--- config.mk ---
export PLATFORM = sky130hd
export DESIGN_NAME = htif_pcr_master
export DESIGN_NICKNAME = d
export VERILOG_FILES = /design/src/rtl/htif_pcr_master.sv
export SDC_FILE = /design/constraint.sdc
export NUM_CORES = 1
export LEC_CHECK = 0
export BUFFER_PORTS_ARGS = -buffer_cell sky130_fd_sc_hd__buf_2
export CAP_MARGIN = 20
export CORE_UTILIZATION = 57
export DETAILED_ROUTE_END_ITERATION = 10
export GPL_ROUTABILITY_DRIVEN = 0
export PLACE_DENSITY = 0.94
export REMOVE_ABC_BUFFERS = 1
export SLEW_MARGIN = 20
export SYNTH_ARGS = -nofsm -noshare
export SYNTH_HDL_FRONTEND = slang
export SYNTH_SLANG_ARGS = --single-unit
export TNS_END_PERCENT = 30
--- constraint.sdc ---
create_clock -name clk -period 3.2 [get_ports clk]
set_input_delay 0.48 -clock clk [delete_from_list [all_inputs] [get_ports clk]]
set_output_delay 0.48 -clock clk [all_outputs]
set_load 0.01 [all_outputs]
--- src/rtl/htif_pcr_master.sv ---
`default_nettype none
// htif_pcr_master: turns a byte-serial host command stream into single PCR reads/writes
// and returns the PCR's old value as four little-endian bytes.
module htif_pcr_master #(
    parameter logic [1:0]  CMD_READ    = 2'd0,
    parameter logic [1:0]  CMD_WRITE   = 2'd1,
    parameter int unsigned GNT_TIMEOUT = 255
) (
    input  logic        clk,
    input  logic        reset,
    input  logic        rx_valid,
    input  logic [7:0]  rx_data,
    output logic        rx_ready,
    output logic        tx_valid,
    output logic [7:0]  tx_data,
    input  logic        tx_ready,
    output logic        pcr_en,
    output logic [4:0]  pcr_addr,
    output logic [1:0]  pcr_cmd,
    output logic [31:0] pcr_wdata,
    input  logic [31:0] pcr_rdata,
    input  logic        pcr_gnt,
    output logic        busy
);

    localparam logic [2:0] S_IDLE    = 3'd0;
    localparam logic [2:0] S_RX_DATA = 3'd1;
    localparam logic [2:0] S_ACCESS  = 3'd2;
    localparam logic [2:0] S_TX_DATA = 3'd3;
    localparam logic [2:0] S_TX_ONE  = 3'd4;

    localparam logic [7:0] TIMEOUT_LAST = 8'(GNT_TIMEOUT - 1);

    localparam logic [7:0] RESP_PING    = 8'hA5;
    localparam logic [7:0] RESP_ILLEGAL = 8'hEE;
    localparam logic [7:0] RESP_TIMEOUT = 8'hEF;

    logic [2:0]  state_q, state_d;
    logic [7:0]  cnt_q, cnt_d;
    logic [4:0]  addr_q, addr_d;
    logic [1:0]  cmd_q, cmd_d;
    logic [31:0] wdata_q, wdata_d;
    logic [31:0] resp_q, resp_d;
    logic [7:0]  one_q, one_d;

    logic rx_acc;
    logic tx_acc;

    assign rx_ready = !reset && ((state_q == S_IDLE) || (state_q == S_RX_DATA));
    assign tx_valid = (state_q == S_TX_DATA) || (state_q == S_TX_ONE);
    assign rx_acc   = rx_valid && rx_ready;
    assign tx_acc   = tx_valid && tx_ready;

    assign pcr_en    = (state_q == S_ACCESS);
    assign pcr_addr  = addr_q;
    assign pcr_cmd   = cmd_q;
    assign pcr_wdata = wdata_q;
    assign busy      = (state_q != S_IDLE);

    always_comb begin
        tx_data = 8'h00;
        if (state_q == S_TX_DATA) begin
            tx_data = resp_q[{cnt_q[1:0], 3'b000} +: 8];
        end else if (state_q == S_TX_ONE) begin
            tx_data = one_q;
        end
    end

    always_comb begin
        state_d = state_q;
        cnt_d   = cnt_q;
        addr_d  = addr_q;
        cmd_d   = cmd_q;
        wdata_d = wdata_q;
        resp_d  = resp_q;
        one_d   = one_q;

        case (state_q)
            S_IDLE: begin
                if (rx_acc) begin
                    addr_d = rx_data[4:0];
                    cnt_d  = 8'd0;
                    case (rx_data[7:5])
                        3'b000: begin
                            cmd_d   = CMD_READ;
                            state_d = S_ACCESS;
                        end
                        3'b001: begin
                            cmd_d   = CMD_WRITE;
                            state_d = S_RX_DATA;
                        end
                        3'b010: begin
                            one_d   = RESP_PING;
                            state_d = S_TX_ONE;
                        end
                        default: begin
                            one_d   = RESP_ILLEGAL;
                            state_d = S_TX_ONE;
                        end
                    endcase
                end
            end

            S_RX_DATA: begin
                if (rx_acc) begin
                    wdata_d[{cnt_q[1:0], 3'b000} +: 8] = rx_data;
                    if (cnt_q[1:0] == 2'd3) begin
                        cnt_d   = 8'd0;
                        state_d = S_ACCESS;
                    end else begin
                        cnt_d = cnt_q + 8'd1;
                    end
                end
            end

            // Grant is tested before the timeout so a grant in the final wait cycle still completes.
            S_ACCESS: begin
                if (pcr_gnt) begin
                    resp_d  = pcr_rdata;
                    cnt_d   = 8'd0;
                    state_d = S_TX_DATA;
                end else if (cnt_q == TIMEOUT_LAST) begin
                    one_d   = RESP_TIMEOUT;
                    cnt_d   = 8'd0;
                    state_d = S_TX_ONE;
                end else begin
                    cnt_d = cnt_q + 8'd1;
                end
            end

            S_TX_DATA: begin
                if (tx_acc) begin
                    if (cnt_q[1:0] == 2'd3) begin
                        cnt_d   = 8'd0;
                        state_d = S_IDLE;
                    end else begin
                        cnt_d = cnt_q + 8'd1;
                    end
                end
            end

            S_TX_ONE: begin
                if (tx_acc) begin
                    state_d = S_IDLE;
                end
            end

            default: begin
                state_d = S_IDLE;
            end
        endcase
    end

    always_ff @(posedge clk) begin
        if (reset) begin
            state_q <= S_IDLE;
            cnt_q   <= 8'd0;
            addr_q  <= 5'd0;
            cmd_q   <= CMD_READ;
            wdata_q <= 32'd0;
            resp_q  <= 32'd0;
            one_q   <= 8'd0;
        end else begin
            state_q <= state_d;
            cnt_q   <= cnt_d;
            addr_q  <= addr_d;
            cmd_q   <= cmd_d;
            wdata_q <= wdata_d;
            resp_q  <= resp_d;
            one_q   <= one_d;
        end
    end

endmodule
`default_nettype wire

==> results of run 1 <==
## final timing paths
| check | to | slack [ps] | depth (start not counted) |
|---|---|---|---|
| min | resp_q[28] | 350 | 3 |
| max | tx_data[6] | 710 | 5 |
| max reg2reg | state_q[0] | 810 | 6 |
| min reg2reg | pcr_wdata[28] | 450 | 2 |
## layer usage
layer,vias up,wire [um]
met5,-,0
met4,0,321
met3,38,667
met2,171,4870
met1,1703,3890
li1,1726,-
## registers in the layout, indices dropped and copies added, names as in the netlist
signal	count
one_q	3
pcr_cmd	1
cnt_q	8
pcr_addr	5
pcr_wdata	32
resp_q	32
state_q	3
## metrics by stage
| stage | setup WS [ps] | hold slack (ps) | utilization, % | std cells | power, mW |
|---|---|---|---|---|---|
| floorplan | 991 | 420 | - | 431 | 1.37 |
| global placement | 966 | 434 | 66.2 | 606 | 1.50 |
| detailed placement | 896 | 441 | 66.2 | 606 | 1.52 |
| CTS | 731 | 347 | 69.8 | 622 | 2.36 |
| global route | 577 | 351 | 69.8 | 622 | 2.46 |
| finish | 707 | 353 | 69.8 | 622 | 2.36 |
## synthesized netlist by cell type
library cell,count,area (um2)
nor4_4,1,21.3
o21a_1,1,7.51
nor2_1,16,60.1
buf_2,7,35.0
inv_2,1,3.75
a21boi_0,1,7.51
o22ai_2,1,12.5
nor3b_1,4,30.0
dfxtp_1,84,1680
a31oi_1,1,6.26
a211oi_1,1,7.51
mux4_2,8,180
nand2_1,112,420
nor2b_1,3,18.8
o21ai_0,16,80.1
and2_1,3,18.8
nand3_1,36,180
a311oi_1,1,8.76
nand4_1,1,6.26
or3b_2,1,8.76
nor4b_1,1,8.76
ha_1,8,100
a31o_1,1,8.76
o22ai_1,1,6.26
nand2b_1,4,25.0
or3b_4,1,11.3
nand3b_1,3,22.5
mux2i_1,9,90.1
or3_1,1,6.26
a2bb2oi_1,1,8.76
o21ai_1,2,10.0
inv_1,13,48.8
clkbuf_1,20,75.1
buf_4,4,30.0
nor4_1,1,6.26
conb_1,1,3.75
nor3_1,9,45.0
buf_6,1,11.3
nor4b_4,1,23.8
and3_1,5,31.3
a21oi_1,75,375
a21oi_2,2,17.5
## layout make-up
| type | instances | area share [%] |
|---|---|---|
| clock inverter | 5 | 1.86 |
| clock buffer | 11 | 3.19 |
| inverter | 14 | 1.19 |
| tap | 77 | 2.17 |
| timing repair buffer | 98 | 11.3 |
| sequential | 84 | 38.0 |
| multi-input combinational | 333 | 42.3 |
## critical path, delay by kind of cell (launching register included)
kind	cells	cell delay [ps]
AOI/OAI and AO/OA	1	160
buffers and inverters	2	350
DFF	1	600
and+or+nand+nor	2	540
## kinds of logic after synthesis
group / share of synthesized area [%]
and+or+nand+nor: 25.1
AOI/OAI and AO/OA: 14.8
adders and majority gates: 2.66
muxes: 7.19
buffers and inverters: 5.42
DFF: 44.7
other: 0.0997
## where the power goes
group          switching (mW)  total (mW)  internal [mW]
Clock                   0.391       0.857          0.466
Combinational           0.223       0.367          0.144
Sequential             0.0455        1.14           1.09
Total                   0.660        2.36           1.70
==> reports/results.tsv, run 1 <==
metric	value	unit
ant_nets	0	
dp_hpwl	6.63	mm
slew_violations	0	
cts-resized-gates	0	
wl	9.74	mm
rsz0062_at_grt	false	
nFillCells	479	
hold_buffers	0	
grt_max_degree	72	
critPathSlowestCell	dfxtp_1	
grt_util_met1	34.6	%
leakagePower	1.79	nW
max_freq	0.401	GHz
path_max_fanout	12	
min_from	pcr_rdata[28]	
multiInputGateArea	1880	um2
status	finished clean	
use_met3	7.46	%
fin_area	4430	um2
period_needed	2490	ps
cp_data_required_time	2720	ps
ys_warn_count	0	
cts_max_level	3	
io_buffers	94	
finalHoldViolations	0	
start_kind	register	
die_h	83.2	um
drt_iter0_markers	348	
grt_antenna_before_repair	0	
path_clk_slew	80	ps
worstPathArrival	2010	ps
syn_area	3760	um2
rows	29	
synth_seq_cells	84	
layout_common_cells	112 x nand2_1, 94 x buf_2, 84 x dfxtp_1, 75 x a21oi_1, 36 x nand3_1	
nNetsFinal	593	
min_path_type	in2reg	
synth-seq-area-share	44.7	%
synth.distinct_cells	42	
fin_worst_skew	9.28	ps
worstMarginPinSlew	1050	ps
num_vias	3638	
grtUsageMet2	46.7	%
wl_per_cell	15.7	um
gr-max-usage-layer	met2	
die_w	83.2	um
powerDensity	533	nW/um2
root_buffer	clkbuf_8	
antenna_cells	0	
worstSetupPathType	reg2out	
fin_setup_tns	0	ps
clk-insertion-delay-late	360	ps
routed_via_density	5.85	
start_util	59.2	%
place_area	4210	um2
grt_pass1_wl	15.8	mm
drive_above_1_share	23.7	%
end_kind	primary output	
area_delta_synth_final	17.8	%
coreArea	6350	um2
rr_startpoint	state_q[0]	
drc_errors	0	
seq_area	1680	um2
grt_util_all_layers	28.5	%
dr.pass1.iters	5	
final_common_cell	nand2_1	
ioPinCount	96	
syn_avg_cell_area	8.12	um2
gr-total-overflow	0	
grt_pass1_vias	3469	
cts_sinks	84	
path_cells	inv_1 > nor3_1 > nand2_1 > o21ai_0 > buf_2	
post-route-period-util	77.9	%
slew-limit-headroom	29.6	%
vdd_drop_max	0.347	mV
cts_buffers	9	
dieArea	6930	um2
cap_viol_max_count	0	
critPathMaxStageDelay	600	ps
finalSetupViolations	0	
cts_tree	yes	
critPathLaunch	state_q[2]	
synthCells	463	
post_cts_buffers	0	
clockBufferDepth	2	
Power figures use the tool's default switching activity.
==> run 2, diff against run 1 <==
--- a/config.mk
+++ b/config.mk
@@ -7,10 +7,10 @@
 export LEC_CHECK = 0
 export BUFFER_PORTS_ARGS = -buffer_cell sky130_fd_sc_hd__buf_2
 export CAP_MARGIN = 20
-export CORE_UTILIZATION = 57
+export CORE_UTILIZATION = 53
 export DETAILED_ROUTE_END_ITERATION = 10
 export GPL_ROUTABILITY_DRIVEN = 0
-export PLACE_DENSITY = 0.94
+export PLACE_DENSITY = 0.89
 export REMOVE_ABC_BUFFERS = 1
 export SLEW_MARGIN = 20
 export SYNTH_ARGS = -nofsm -noshare
==> constraint.sdc (replaced) <==
create_clock -name clk -period 2.5 [get_ports clk]
set_input_delay 0.375 -clock clk [delete_from_list [all_inputs] [get_ports clk]]
set_output_delay 0.375 -clock clk [all_outputs]
set_load 0.01 [all_outputs]
==> run 2 against run 1 <==
Effect of this change: core utilization fell by 4.3 points; critical path type unchanged; wire length is 2.6% lower; largest power group unchanged; largest cell class unchanged; clock skew is 1.6 ps lower; cell count up 4.0%.
==> reports/results.tsv, run 2 (synthesized netlist as in run 1, its figures left out) <==
metric	value	unit	change
die_w	86.2	um	+3.6%
grt_antenna_before_repair	0		unchanged
period_needed	2400	ps	
max_freq	0.417	GHz	
cts-resized-gates	0		unchanged
path_clk_slew	90	ps	about the same
layout_common_cells	112 x nand2_1, 94 x buf_2, 84 x dfxtp_1, 75 x a21oi_1, 36 x nand3_1		
wl	9.49	mm	-2.6%
cts_max_level	3		unchanged
root_buffer	clkbuf_8		
cts_buffers	9		unchanged
start_kind	register		
slew-limit-headroom	44.7	%	+15 points
grt_pass1_vias	3329		-4.0%
rr_startpoint	cnt_q[0]		
die_h	86.2	um	+3.6%
gr-total-overflow	0		unchanged
num_vias	3631		-0.19%
vdd_drop_max	0.530	mV	+53%
cts_tree	yes		
area_delta_synth_final	18.9	%	
min_path_type	in2reg		
powerDensity	651	nW/um2	+22%
cts_sinks	84		unchanged
cap_viol_max_count	0		unchanged
ant_nets	0		unchanged
min_to	resp_q[15]		
coreArea	6830	um2	+7.6%
start_util	55.1	%	-4.2 points
worstMarginPinSlew	829	ps	-224 ps
rsz0062_at_grt	false		
status	finished clean		
routed_via_density	5.61		-4.0%
post-route-period-util	95.9	%	
dieArea	7440	um2	+7.4%
dr.pass1.iters	5		unchanged
wl_per_cell	14.7	um	-6.4%
finalSetupViolations	0		unchanged
clk-insertion-delay-late	360	ps	about the same
hold_path_depth	3		unchanged
timing.rr.end	state_q[0]		
grt_util_all_layers	26.0	%	-2.5 points
finalHoldViolations	0		unchanged
fin_area	4470	um2	+0.96%
cp_data_required_time	2120	ps	-600 ps
worstPathArrival	2020	ps	about the same
drc_errors	0		unchanged
fin_setup_tns	0	ps	unchanged
post-route-util	65.5	%	-4.3 points
rows	30		+3.4%
worstSetupPathType	reg2out		
drive_above_1_share	24.7	%	+1.0 points
min_from	pcr_rdata[15]		
place_area	4280	um2	+1.6%
place_inst	631		+4.1%
antenna_cells	0		unchanged
ioPinCount	96		unchanged
slew_violations	0		unchanged
stdcell_count	647		+4.0%
grt_max_degree	84		+17%
end_kind	primary output		
fin_worst_skew	7.69	ps	-1.59 ps
path_max_fanout	17		+5
rrSetupSlack	490	ps	-320 ps
grt_pass1_wl	15.1	mm	-4.7%
drt_iter0_markers	258		-26%
leakagePower	1.80	nW	+0.84%
critPathLaunch	state_q[0]		
final_common_cell	nand2_1		
clockBufferDepth	2		unchanged
whs	243	ps	-111 ps
r2r_cells	7		+1
io_buffers	94		unchanged
dp_hpwl	6.49	mm	-2.1%
nNetsFinal	599		+1.0%
==> run 2: changes by cell type in the layout (fill, tap and decap cells not counted) <==
cell        change
buf_4           +6
clkbuf_8        -1
clkinvlp_4      +1
clkinv_2        +1
bufinv_16       -1
clkbuf_1        -1
clkinv_4        +1
==> run 2: critical path, cell delays in order (launching register included) <==
cell and delay, ps:
dfxtp_1 660, nand3b_1 410, o21ai_0 390, buf_2 200
==> run 2: area by class of cell <==
cell class	instances	area, um2
clock inverter	7	73.8
sequential	84	1680
tap	96	120
clock buffer	9	124
multi-input combinational	333	1880
timing repair buffer	104	546
inverter	14	52.6
fill	577	2360
==> run 2: repair_timing <==
| action | in CTS | in global routing |
|---|---|---|
| hold buffers | 0 | 0 |
| setup endpoints to repair | 0 | 1 |
| buffers inserted | 0 | 0 |
==> run 2: routing by layer <==
layer / vias to the layer above / track usage, % / routed length (um) / share of wire [%]
met2: 157 / 42.3 / 4540 / 48
met1: 1702 / 32.0 / 4050 / 43
li1: 1742 / - / - / -
met4: 0 / 12.9 / 251 / 2.6
met3: 30 / 7.05 / 645 / 6.8
met5: - / 0 / 0 / 0
==> run 2: worst max-delay path by stage <==
stage	to	slack (ps)	depth (start not counted)
final	tx_data[1]	100	3
after detailed placement	tx_data[1]	590	3
after global placement	state_q[0]	640	7
after CTS	tx_data[1]	130	3
after floorplan	pcr_wdata[10]	290	5
after global routing	tx_data[1]	6	3
==> run 2: through the flow <==
step                      power, mW  setup slack [ps]
after floorplan                1.76               291
after global placement         1.94               644
after detailed placement       1.96               591
after CTS                      2.91               132
after global routing           3.03              6.11
final                          2.91               103
==> run 2: power breakdown <==
group | internal [mW] | switching (mW) | total (mW)
Sequential | 1.40 | 0.0555 | 1.45
Clock | 0.466 | 0.505 | 0.971
Combinational | 0.195 | 0.289 | 0.483
